===== src/rtl/axim_rd_arbiter_pkg.sv =====
// Shared definitions for the AXI read-port arbiter and the loader controllers
// that reuse its state encoding and pointer sizing.
package axim_rd_arbiter_pkg;

  typedef enum logic [1:0] {
    IDLE  = 2'd0,
    AR    = 2'd1,
    RDATA = 2'd2
  } arb_state_e;

  localparam int C_REQ_NUM_DEF          = 32'sd3;
  localparam int C_M_AXI_LEN_WIDTH_DEF  = 32'sd32;
  localparam int C_M_AXI_ADDR_WIDTH_DEF = 32'sd32;
  localparam int C_M_AXI_DATA_WIDTH_DEF = 32'sd128;

  // Ceiling log2, never below one bit so a single requester still has a pointer.
  function automatic int log2_ceil(input int value);
    int width;
    width = 32'sd1;
    while ((32'sd1 << width) < value) begin
      width = width + 32'sd1;
    end
    return width;
  endfunction

endpackage


===== src/rtl/axim_rd_arbiter_if.sv =====
// Loader-side and AXI-master-side signal bundle of the read-port arbiter.
// The slave modport is the arbiter's view; master is the surrounding logic.
interface axim_rd_arbiter_if
  import axim_rd_arbiter_pkg::*;
#(
  parameter int C_REQ_NUM          = C_REQ_NUM_DEF,
  parameter int C_M_AXI_LEN_WIDTH  = C_M_AXI_LEN_WIDTH_DEF,
  parameter int C_M_AXI_ADDR_WIDTH = C_M_AXI_ADDR_WIDTH_DEF,
  parameter int C_M_AXI_DATA_WIDTH = C_M_AXI_DATA_WIDTH_DEF
);

  logic [C_REQ_NUM-1:0]                    I_arvalid;
  logic [C_REQ_NUM*C_M_AXI_ADDR_WIDTH-1:0] I_araddr;
  logic [C_REQ_NUM*C_M_AXI_LEN_WIDTH-1:0]  I_arlen;
  logic [C_REQ_NUM-1:0]                    O_arready;
  logic [C_REQ_NUM-1:0]                    I_rready;
  logic [C_REQ_NUM-1:0]                    O_rvalid;
  logic [C_M_AXI_DATA_WIDTH-1:0]           O_rdata;
  logic [C_REQ_NUM-1:0]                    O_gnt;
  logic                                    O_busy;
  logic                                    O_maxi_arvalid;
  logic [C_M_AXI_ADDR_WIDTH-1:0]           O_maxi_araddr;
  logic [C_M_AXI_LEN_WIDTH-1:0]            O_maxi_arlen;
  logic                                    I_maxi_arready;
  logic                                    O_maxi_rready;
  logic                                    I_maxi_rvalid;
  logic [C_M_AXI_DATA_WIDTH-1:0]           I_maxi_rdata;

  modport slave (
    input  I_arvalid,
    input  I_araddr,
    input  I_arlen,
    input  I_rready,
    input  I_maxi_arready,
    input  I_maxi_rvalid,
    input  I_maxi_rdata,
    output O_arready,
    output O_rvalid,
    output O_rdata,
    output O_gnt,
    output O_busy,
    output O_maxi_arvalid,
    output O_maxi_araddr,
    output O_maxi_arlen,
    output O_maxi_rready
  );

  modport master (
    output I_arvalid,
    output I_araddr,
    output I_arlen,
    output I_rready,
    output I_maxi_arready,
    output I_maxi_rvalid,
    output I_maxi_rdata,
    input  O_arready,
    input  O_rvalid,
    input  O_rdata,
    input  O_gnt,
    input  O_busy,
    input  O_maxi_arvalid,
    input  O_maxi_araddr,
    input  O_maxi_arlen,
    input  O_maxi_rready
  );

endinterface


===== src/rtl/axim_rd_arbiter_rr_pick.sv =====
// Combinational round-robin select: the first active request at or above the
// pointer, wrapping past the highest index.
module axim_rd_arbiter_rr_pick
  import axim_rd_arbiter_pkg::*;
#(
  parameter int C_REQ_NUM = C_REQ_NUM_DEF,
  parameter int C_PTR_W   = log2_ceil(C_REQ_NUM)
) (
  input  logic [C_REQ_NUM-1:0] req,
  input  logic [C_PTR_W-1:0]   ptr,
  output logic [C_REQ_NUM-1:0] win_onehot,
  output logic [C_PTR_W-1:0]   win_idx,
  output logic                 any_req
);

  int   best_dist_s;
  int   dist_s;
  logic found_s;

  // Rank each requester by its rotational distance from the pointer; closest wins.
  always_comb begin
    best_dist_s = C_REQ_NUM;
    dist_s      = 32'sd0;
    found_s     = 1'b0;
    win_idx     = '0;
    win_onehot  = '0;
    for (int i = 0; i < C_REQ_NUM; i++) begin
      if (i >= int'(ptr)) begin
        dist_s = i - int'(ptr);
      end else begin
        dist_s = i + C_REQ_NUM - int'(ptr);
      end
      if (req[i] && (dist_s < best_dist_s)) begin
        best_dist_s = dist_s;
        win_idx     = C_PTR_W'(i);
        found_s     = 1'b1;
      end else begin
        best_dist_s = best_dist_s;
      end
    end
    for (int i = 0; i < C_REQ_NUM; i++) begin
      win_onehot[i] = found_s && (win_idx == C_PTR_W'(i));
    end
    any_req = |req;
  end

endmodule


===== src/rtl/axim_rd_arbiter.sv =====
// Shares one AXI read master among the bias/weight/image loaders: one burst at a
// time, round-robin grant, held until the last R beat of the burst.
module axim_rd_arbiter
  import axim_rd_arbiter_pkg::*;
#(
  parameter int C_REQ_NUM          = C_REQ_NUM_DEF,
  parameter int C_M_AXI_LEN_WIDTH  = C_M_AXI_LEN_WIDTH_DEF,
  parameter int C_M_AXI_ADDR_WIDTH = C_M_AXI_ADDR_WIDTH_DEF,
  parameter int C_M_AXI_DATA_WIDTH = C_M_AXI_DATA_WIDTH_DEF
) (
  input logic              I_clk,
  input logic              I_rst_n,
  axim_rd_arbiter_if.slave bus
);

  localparam int C_PTR_W = log2_ceil(C_REQ_NUM);

  arb_state_e                    state_r;
  arb_state_e                    state_s;
  logic [C_PTR_W-1:0]            ptr_r;
  logic [C_PTR_W-1:0]            ptr_s;
  logic [C_REQ_NUM-1:0]          gnt_r;
  logic [C_REQ_NUM-1:0]          gnt_s;
  logic                          arvalid_r;
  logic                          arvalid_s;
  logic                          busy_r;
  logic                          busy_s;
  logic [C_M_AXI_ADDR_WIDTH-1:0] addr_r;
  logic [C_M_AXI_ADDR_WIDTH-1:0] addr_s;
  logic [C_M_AXI_LEN_WIDTH-1:0]  len_r;
  logic [C_M_AXI_LEN_WIDTH-1:0]  len_s;
  logic [C_M_AXI_LEN_WIDTH-1:0]  cnt_r;
  logic [C_M_AXI_LEN_WIDTH-1:0]  cnt_s;

  logic [C_REQ_NUM-1:0]          win_onehot_s;
  logic [C_PTR_W-1:0]            win_idx_s;
  logic [C_PTR_W-1:0]            ptr_next_s;
  logic                          any_req_s;
  logic [C_M_AXI_ADDR_WIDTH-1:0] sel_addr_s;
  logic [C_M_AXI_LEN_WIDTH-1:0]  sel_len_s;
  logic                          in_idle_s;
  logic                          in_rdata_s;
  logic                          rready_sel_s;
  logic                          beat_s;

  axim_rd_arbiter_rr_pick #(
    .C_REQ_NUM (C_REQ_NUM),
    .C_PTR_W   (C_PTR_W)
  ) u_rr_pick (
    .req        (bus.I_arvalid),
    .ptr        (ptr_r),
    .win_onehot (win_onehot_s),
    .win_idx    (win_idx_s),
    .any_req    (any_req_s)
  );

  // Extract the winner's address and length from the packed request fields.
  always_comb begin
    sel_addr_s = '0;
    sel_len_s  = '0;
    for (int i = 0; i < C_REQ_NUM; i++) begin
      sel_addr_s = sel_addr_s
                 | (bus.I_araddr[i*C_M_AXI_ADDR_WIDTH +: C_M_AXI_ADDR_WIDTH]
                    & {C_M_AXI_ADDR_WIDTH{win_onehot_s[i]}});
      sel_len_s  = sel_len_s
                 | (bus.I_arlen[i*C_M_AXI_LEN_WIDTH +: C_M_AXI_LEN_WIDTH]
                    & {C_M_AXI_LEN_WIDTH{win_onehot_s[i]}});
    end
  end

  assign ptr_next_s   = (win_idx_s == C_PTR_W'(C_REQ_NUM - 1)) ? '0 : win_idx_s + C_PTR_W'(1);
  assign in_idle_s    = (state_r == IDLE);
  assign in_rdata_s   = (state_r == RDATA);
  assign rready_sel_s = |(bus.I_rready & gnt_r);
  assign beat_s       = in_rdata_s && bus.I_maxi_rvalid && rready_sel_s;

  // Next state and next burst context; all holds are the defaults.
  always_comb begin
    state_s   = state_r;
    ptr_s     = ptr_r;
    gnt_s     = gnt_r;
    arvalid_s = arvalid_r;
    addr_s    = addr_r;
    len_s     = len_r;
    cnt_s     = cnt_r;
    case (state_r)
      IDLE: begin
        if (any_req_s) begin
          addr_s    = sel_addr_s;
          len_s     = sel_len_s;
          gnt_s     = win_onehot_s;
          ptr_s     = ptr_next_s;
          arvalid_s = 1'b1;
          state_s   = AR;
        end else begin
          state_s   = IDLE;
        end
      end
      AR: begin
        if (arvalid_r && bus.I_maxi_arready) begin
          arvalid_s = 1'b0;
          cnt_s     = '0;
          state_s   = RDATA;
        end else begin
          state_s   = AR;
        end
      end
      RDATA: begin
        // Equality against the latched length, so arlen of all-ones never wraps early.
        if (beat_s && (cnt_r == len_r)) begin
          gnt_s   = '0;
          cnt_s   = '0;
          state_s = IDLE;
        end else if (beat_s) begin
          cnt_s   = cnt_r + C_M_AXI_LEN_WIDTH'(1);
        end else begin
          state_s = RDATA;
        end
      end
      default: begin
        gnt_s     = '0;
        arvalid_s = 1'b0;
        cnt_s     = '0;
        state_s   = IDLE;
      end
    endcase
    busy_s = (state_s != IDLE);
  end

  // FSM state register.
  always_ff @(posedge I_clk or negedge I_rst_n) begin
    if (!I_rst_n) begin
      state_r <= IDLE;
    end else begin
      state_r <= state_s;
    end
  end

  // Burst context: pointer, grant, latched AR fields and beat counter.
  always_ff @(posedge I_clk or negedge I_rst_n) begin
    if (!I_rst_n) begin
      ptr_r     <= '0;
      gnt_r     <= '0;
      arvalid_r <= 1'b0;
      busy_r    <= 1'b0;
      addr_r    <= '0;
      len_r     <= '0;
      cnt_r     <= '0;
    end else begin
      ptr_r     <= ptr_s;
      gnt_r     <= gnt_s;
      arvalid_r <= arvalid_s;
      busy_r    <= busy_s;
      addr_r    <= addr_s;
      len_r     <= len_s;
      cnt_r     <= cnt_s;
    end
  end

  // The loader handshake is combinational, but must stay silent while reset is held.
  assign bus.O_arready      = (in_idle_s && I_rst_n) ? win_onehot_s : '0;
  assign bus.O_rvalid       = (in_rdata_s && bus.I_maxi_rvalid) ? gnt_r : '0;
  assign bus.O_maxi_rready  = in_rdata_s && rready_sel_s;
  assign bus.O_rdata        = bus.I_maxi_rdata;
  assign bus.O_gnt          = gnt_r;
  assign bus.O_busy         = busy_r;
  assign bus.O_maxi_arvalid = arvalid_r;
  assign bus.O_maxi_araddr  = addr_r;
  assign bus.O_maxi_arlen   = len_r;

endmodule


===== src/flat_wrapper.sv =====
// flat-port wrapper written by rule: the top's interface ports become plain ports
module axim_rd_arbiter_flat import axim_rd_arbiter_pkg::*;
#(
  parameter int C_REQ_NUM          = C_REQ_NUM_DEF,
  parameter int C_M_AXI_LEN_WIDTH  = C_M_AXI_LEN_WIDTH_DEF,
  parameter int C_M_AXI_ADDR_WIDTH = C_M_AXI_ADDR_WIDTH_DEF,
  parameter int C_M_AXI_DATA_WIDTH = C_M_AXI_DATA_WIDTH_DEF
)
  (I_clk, I_rst_n, bus_I_arvalid, bus_I_araddr, bus_I_arlen, bus_I_rready, bus_I_maxi_arready, bus_I_maxi_rvalid, bus_I_maxi_rdata, bus_O_arready, bus_O_rvalid, bus_O_rdata, bus_O_gnt, bus_O_busy, bus_O_maxi_arvalid, bus_O_maxi_araddr, bus_O_maxi_arlen, bus_O_maxi_rready);
  axim_rd_arbiter_if #(.C_REQ_NUM(C_REQ_NUM), .C_M_AXI_LEN_WIDTH(C_M_AXI_LEN_WIDTH), .C_M_AXI_ADDR_WIDTH(C_M_AXI_ADDR_WIDTH), .C_M_AXI_DATA_WIDTH(C_M_AXI_DATA_WIDTH)) bus_i ();
  input logic I_clk;
  input logic I_rst_n;
  input wire logic [$bits(bus_i.I_arvalid)-1:0] bus_I_arvalid;
  input wire logic [$bits(bus_i.I_araddr)-1:0] bus_I_araddr;
  input wire logic [$bits(bus_i.I_arlen)-1:0] bus_I_arlen;
  input wire logic [$bits(bus_i.I_rready)-1:0] bus_I_rready;
  input wire logic [$bits(bus_i.I_maxi_arready)-1:0] bus_I_maxi_arready;
  input wire logic [$bits(bus_i.I_maxi_rvalid)-1:0] bus_I_maxi_rvalid;
  input wire logic [$bits(bus_i.I_maxi_rdata)-1:0] bus_I_maxi_rdata;
  output wire logic [$bits(bus_i.O_arready)-1:0] bus_O_arready;
  output wire logic [$bits(bus_i.O_rvalid)-1:0] bus_O_rvalid;
  output wire logic [$bits(bus_i.O_rdata)-1:0] bus_O_rdata;
  output wire logic [$bits(bus_i.O_gnt)-1:0] bus_O_gnt;
  output wire logic [$bits(bus_i.O_busy)-1:0] bus_O_busy;
  output wire logic [$bits(bus_i.O_maxi_arvalid)-1:0] bus_O_maxi_arvalid;
  output wire logic [$bits(bus_i.O_maxi_araddr)-1:0] bus_O_maxi_araddr;
  output wire logic [$bits(bus_i.O_maxi_arlen)-1:0] bus_O_maxi_arlen;
  output wire logic [$bits(bus_i.O_maxi_rready)-1:0] bus_O_maxi_rready;
  assign bus_i.I_arvalid = bus_I_arvalid;
  assign bus_i.I_araddr = bus_I_araddr;
  assign bus_i.I_arlen = bus_I_arlen;
  assign bus_i.I_rready = bus_I_rready;
  assign bus_i.I_maxi_arready = bus_I_maxi_arready;
  assign bus_i.I_maxi_rvalid = bus_I_maxi_rvalid;
  assign bus_i.I_maxi_rdata = bus_I_maxi_rdata;
  assign bus_O_arready = bus_i.O_arready;
  assign bus_O_rvalid = bus_i.O_rvalid;
  assign bus_O_rdata = bus_i.O_rdata;
  assign bus_O_gnt = bus_i.O_gnt;
  assign bus_O_busy = bus_i.O_busy;
  assign bus_O_maxi_arvalid = bus_i.O_maxi_arvalid;
  assign bus_O_maxi_araddr = bus_i.O_maxi_araddr;
  assign bus_O_maxi_arlen = bus_i.O_maxi_arlen;
  assign bus_O_maxi_rready = bus_i.O_maxi_rready;
  axim_rd_arbiter #(.C_REQ_NUM(C_REQ_NUM), .C_M_AXI_LEN_WIDTH(C_M_AXI_LEN_WIDTH), .C_M_AXI_ADDR_WIDTH(C_M_AXI_ADDR_WIDTH), .C_M_AXI_DATA_WIDTH(C_M_AXI_DATA_WIDTH)) u_core (.I_clk(I_clk), .I_rst_n(I_rst_n), .bus(bus_i));
endmodule

===== config.mk =====
export PLATFORM = sky130hd
export DESIGN_NAME = axim_rd_arbiter_flat
export DESIGN_NICKNAME = d
export VERILOG_FILES = /design/src/rtl/axim_rd_arbiter_pkg.sv /design/src/rtl/axim_rd_arbiter_if.sv /design/src/rtl/axim_rd_arbiter_rr_pick.sv /design/src/rtl/axim_rd_arbiter.sv /design/src/flat_wrapper.sv
export SDC_FILE = /design/constraint.sdc
export NUM_CORES = 1
export LEC_CHECK = 0
export BUFFER_PORTS_ARGS = -buffer_cell sky130_fd_sc_hd__buf_2
export CORE_AREA = 2 2 209 211
export DETAILED_ROUTE_END_ITERATION = 10
export DIE_AREA = 0 0 211 213
export GPL_TIMING_DRIVEN = 0
export REMOVE_ABC_BUFFERS = 1
export SYNTH_ARGS = -nofsm -noshare
export SYNTH_HDL_FRONTEND = slang
export SYNTH_HIERARCHICAL = 1
export SYNTH_SLANG_ARGS = --single-unit
export TNS_END_PERCENT = 100

===== constraint.sdc =====
create_clock -name I_clk -period 4.7 [get_ports I_clk]
set_clock_uncertainty 0.05 [all_clocks]
set_input_delay 0.94 -clock I_clk [delete_from_list [all_inputs] [get_ports I_clk]]
set_output_delay 0.94 -clock I_clk [all_outputs]
set_load 0.01 [all_outputs]

==> results.py <==
metrics = {
    "final_layout": {
        "drive_above_1_share": 0.392,
        "fillerInstances": 4725,
        "multiInputGateArea_um2": 3100,
        "area_growth_pct": 24.5,
        "regArea_um2": 2630,
        "nets": 1223,
        "stdcell_count": 1434,
    },
    "drt": {
        "drt_iter0_markers": 720,
        "wirelength_mm": 48.0,
        "drc": 0,
        "drt-pass1-iter-count": 8,
        "antenna_left": 0,
        "via_per_inst": 4.58,
        "drt-met1-wl_mm": 12.1,
        "wl_met3_mm": 13.9,
        "wl_per_cell_um": 33.5,
        "wl_met2_mm": 20.7,
        "highest_layer": "met5",
        "vias": 6571,
    },
    "synth": {
        "synth.distinct_cells": 52,
        "synth_edf_count": 0,
        "synth_ff_type": "dfrtp_1",
        "ys_seq_elements": 105,
        "synthCells": 744,
        "syn-cell-area_um2": 6840,
        "async_flop_share": 1.00,
        "yosys_warnings": 6,
        "ys_seq_area_frac": 0.384,
        "syn_area_per_cell_um2": 9.19,
    },
    "critical_path": {
        "reg2reg_depth": 19,
        "required_ps": 3710,
        "critPathArrivalTime_ps": 3720,
        "r2r_slack_ps": 150,
        "worstPathMaxFanout": 4,
        "path_class": "in -> out",
        "r2r_end": "u_core/bus.O_maxi_araddr[1]$_DFFE_PN0P_",
        "worst_r2r_startpoint": "u_core/ptr_r[0]$_DFFE_PN0P_",
        "critPathLaunchType": "input pin",
        "end_kind": "output port",
    },
    "die": {
        "dieArea_um2": 44900,
        "boundaryPins": 534,
        "start_util": 0.160,
        "die_w_um": 211,
        "die_y_um": 213,
        "row_count": 76,
        "core_um2": 42700,
    },
    "pwr": {
        "powerDensity_nw_per_um2": 621,
        "p_leak_nw": 3.92,
        "intPower_mw": 2.85,
        "power_mw": 5.29,
        "pwr-share-seq": 0.278,
        "power_switching_mw": 2.44,
        "max-vdd-ir-drop_mv": 0.291,
        "p_sw_frac": 0.461,
        "pwr-share-clk": 0.166,
        "pwr-share-comb": 0.556,
    },
    "run_status": {
        "violations": "negative setup slack",
        "status": "complete, but fails checks",
    },
    "sta": {
        "max_freq_mhz": 212,
        "hold_viol": 0,
        "setup_viol_count_final": 3,
        "slew_headroom": 0.172,
        "fin_crit_sh": 1.00,
        "period_needed_ps": 4710,
        "fin_ws_ps": -6.43,
        "worstMarginPinSlew_ps": 1240,
        "final-max-slew-violation-count": 0,
    },
    "clocking": {
        "cts.sinks": 105,
        "htreeDepth": 3,
        "cts_root_buf": "clkbuf_16",
        "cts_tree": "yes",
        "clkTransAtPathRegs_ps": 80,
        "ctsHoldBuffers": 0,
        "clk_latency_ps": 380,
        "numCtsBuffers": 9,
        "cts_max_path_buffers": 2,
    },
    "place": {
        "dp_hpwl_mm": 40.0,
        "port_buffers": 277,
        "dp.cells": 1401,
        "gp_congestion": 0.912,
    },
    "global_routing": {
        "grt_usage": 0.209,
        "grt_pass1_wl_mm": 59.9,
        "grt_max_degree": 86,
        "antenna_found_initial": 2,
        "grt_pass1_vias": 5870,
        "gr-total-overflow": 0,
    },
    "run": {
        "cap_viol_max_count": 0,
    },
    "hold_path": {
        "hp-class": "in -> async",
    },
}
through the flow:
step | hold WS, ps | TNS [ps] | setup WS [ps] | util | area (µm²)
6_report | 396 | -18.5 | -6.43 | 0.199 | 8510
5_1_grt | 409 | -144 | -54.6 | 0.199 | 8510
4_1_cts | 389 | 0 | 3.47 | 0.197 | 8430
3_5_place_dp | 417 | -1560 | -798 | 0.187 | 8010
3_3_place_gp | 408 | -352070 | -5730 | 0.181 | 7740
2_1_floorplan | 466 | -135980 | -2910 | - | 5680
how the worst max path moves through the flow:
| stage | from | endpoint |
|---|---|---|
| 2_1_floorplan | bus_I_arvalid[0] | bus_O_arready[1] |
| 3_3_place_gp | bus_I_arvalid[0] | bus_O_arready[1] |
| 3_5_place_dp | bus_I_arvalid[0] | bus_O_arready[2] |
| 4_1_cts | bus_I_arvalid[0] | bus_O_arready[1] |
| 5_1_grt | bus_I_arvalid[0] | bus_O_arready[2] |
| 6_report | bus_I_arvalid[0] | bus_O_arready[1] |
kinds of logic after synthesis:
| group | Yosys count | share of synthesized area |
|---|---|---|
| xor gates and xnor gates | 52 | 0.0666 |
| muxes | 1 | 0.00146 |
| adders and majority gates | 11 | 0.0201 |
| buffers and inverters | 196 | 0.180 |
| and+or+nand+nor | 179 | 0.132 |
| AOI/OAI and AO/OA | 200 | 0.215 |
| DFF | 105 | 0.384 |
power groups by stage:
stage               Combinational [mW]  Sequential [mW]  Clock, mW
CTS                               2.88             1.49      0.916
global placement                  2.35             1.51          0
global route                      3.21             1.52      0.938
finish                            2.94             1.47      0.877
detailed placement                2.62             1.51          0
floorplan                         1.42             1.52          0
Yosys cell counts, types with 4 or more instances:
library cell | count | area (µm²)
ha_1 | 11 | 138
nand3_1 | 13 | 65.1
nand2_1 | 82 | 308
a21oi_1 | 26 | 130
dfrtp_1 | 105 | 2630
buf_4 | 128 | 961
or4_1 | 10 | 75.1
o31ai_1 | 10 | 75.1
inv_1 | 19 | 71.3
nor2b_1 | 4 | 25.0
xnor2_1 | 22 | 193
nor3_1 | 11 | 55.1
buf_2 | 8 | 40.0
xor2_1 | 30 | 263
o21ai_0 | 68 | 340
o22ai_1 | 4 | 25.0
nor4_1 | 8 | 50.1
a222oi_1 | 65 | 651
nand4_1 | 6 | 37.5
nor2_1 | 16 | 60.1
a22oi_1 | 10 | 75.1
clkbuf_1 | 40 | 150
cell type report:
| class | instances | area share |
|---|---|---|
| tap | 546 | 0.0803 |
| sequential | 105 | 0.309 |
| clock inverter | 6 | 0.0107 |
| timing repair buffer | 302 | 0.201 |
| multi-input combinational | 445 | 0.364 |
| clock buffer | 10 | 0.0269 |
| inverter | 19 | 0.00838 |
| antenna | 1 | 0.000294 |
critical path, cell delays in order:
cell and delay, ps:
buf_4 140, or2b_4 210, inv_2 30, ha_2 320, a21boi_4 220, o21a_4 170
mux2i_1 210, ha_1 310, nand2_1 110, nand4b_1 180, a41oi_4 320, a211oi_4 120
clkbuf_16 180, and3_1 150, buf_2 130
metal layers:
layer  vias up  GRT usage
met5         -     0.0690
met4        10     0.0505
met3        50      0.278
met2       628      0.317
met1      3006      0.149
li1       2877          -
flip-flops by register name, indices dropped and copies added (netlist names):
name                       cells
u_core/bus.O_busy              1
u_core/bus.O_gnt               3
u_core/bus.O_maxi_araddr      32
u_core/bus.O_maxi_arlen       32
u_core/bus.O_maxi_arvalid      1
u_core/cnt_r                  32
u_core/ptr_r                   2
u_core/state_r                 2
timing repair:
action                                  CTS  global route
setup buffers                             9             5
endpoints found under the setup margin    3            35
pin swaps                                 5             5
resized for setup                         4            14
cloned                                    2             0
layout by cell type, fill, tap and decap left out, types with 3 or more instances in the layout:
cell type	count
a21oi_1	26
nand4_1	6
buf_16	3
nand2b_1	3
a22oi_1	10
inv_1	17
a222oi_1	65
xor2_1	30
o21ai_0	68
buf_4	14
xnor2_1	22
ha_1	10
nor2b_1	4
buf_6	7
nand3b_1	3
clkbuf_16	10
o31ai_1	10
or3_1	3
buf_2	274
nand2_1	80
o22ai_1	4
nor4_1	8
nand3_1	13
or4_1	10
dfrtp_1	103
nor3_1	11
buf_8	3
nor2_1	16
No activity file was read; power rests on OpenSTA's default activity.
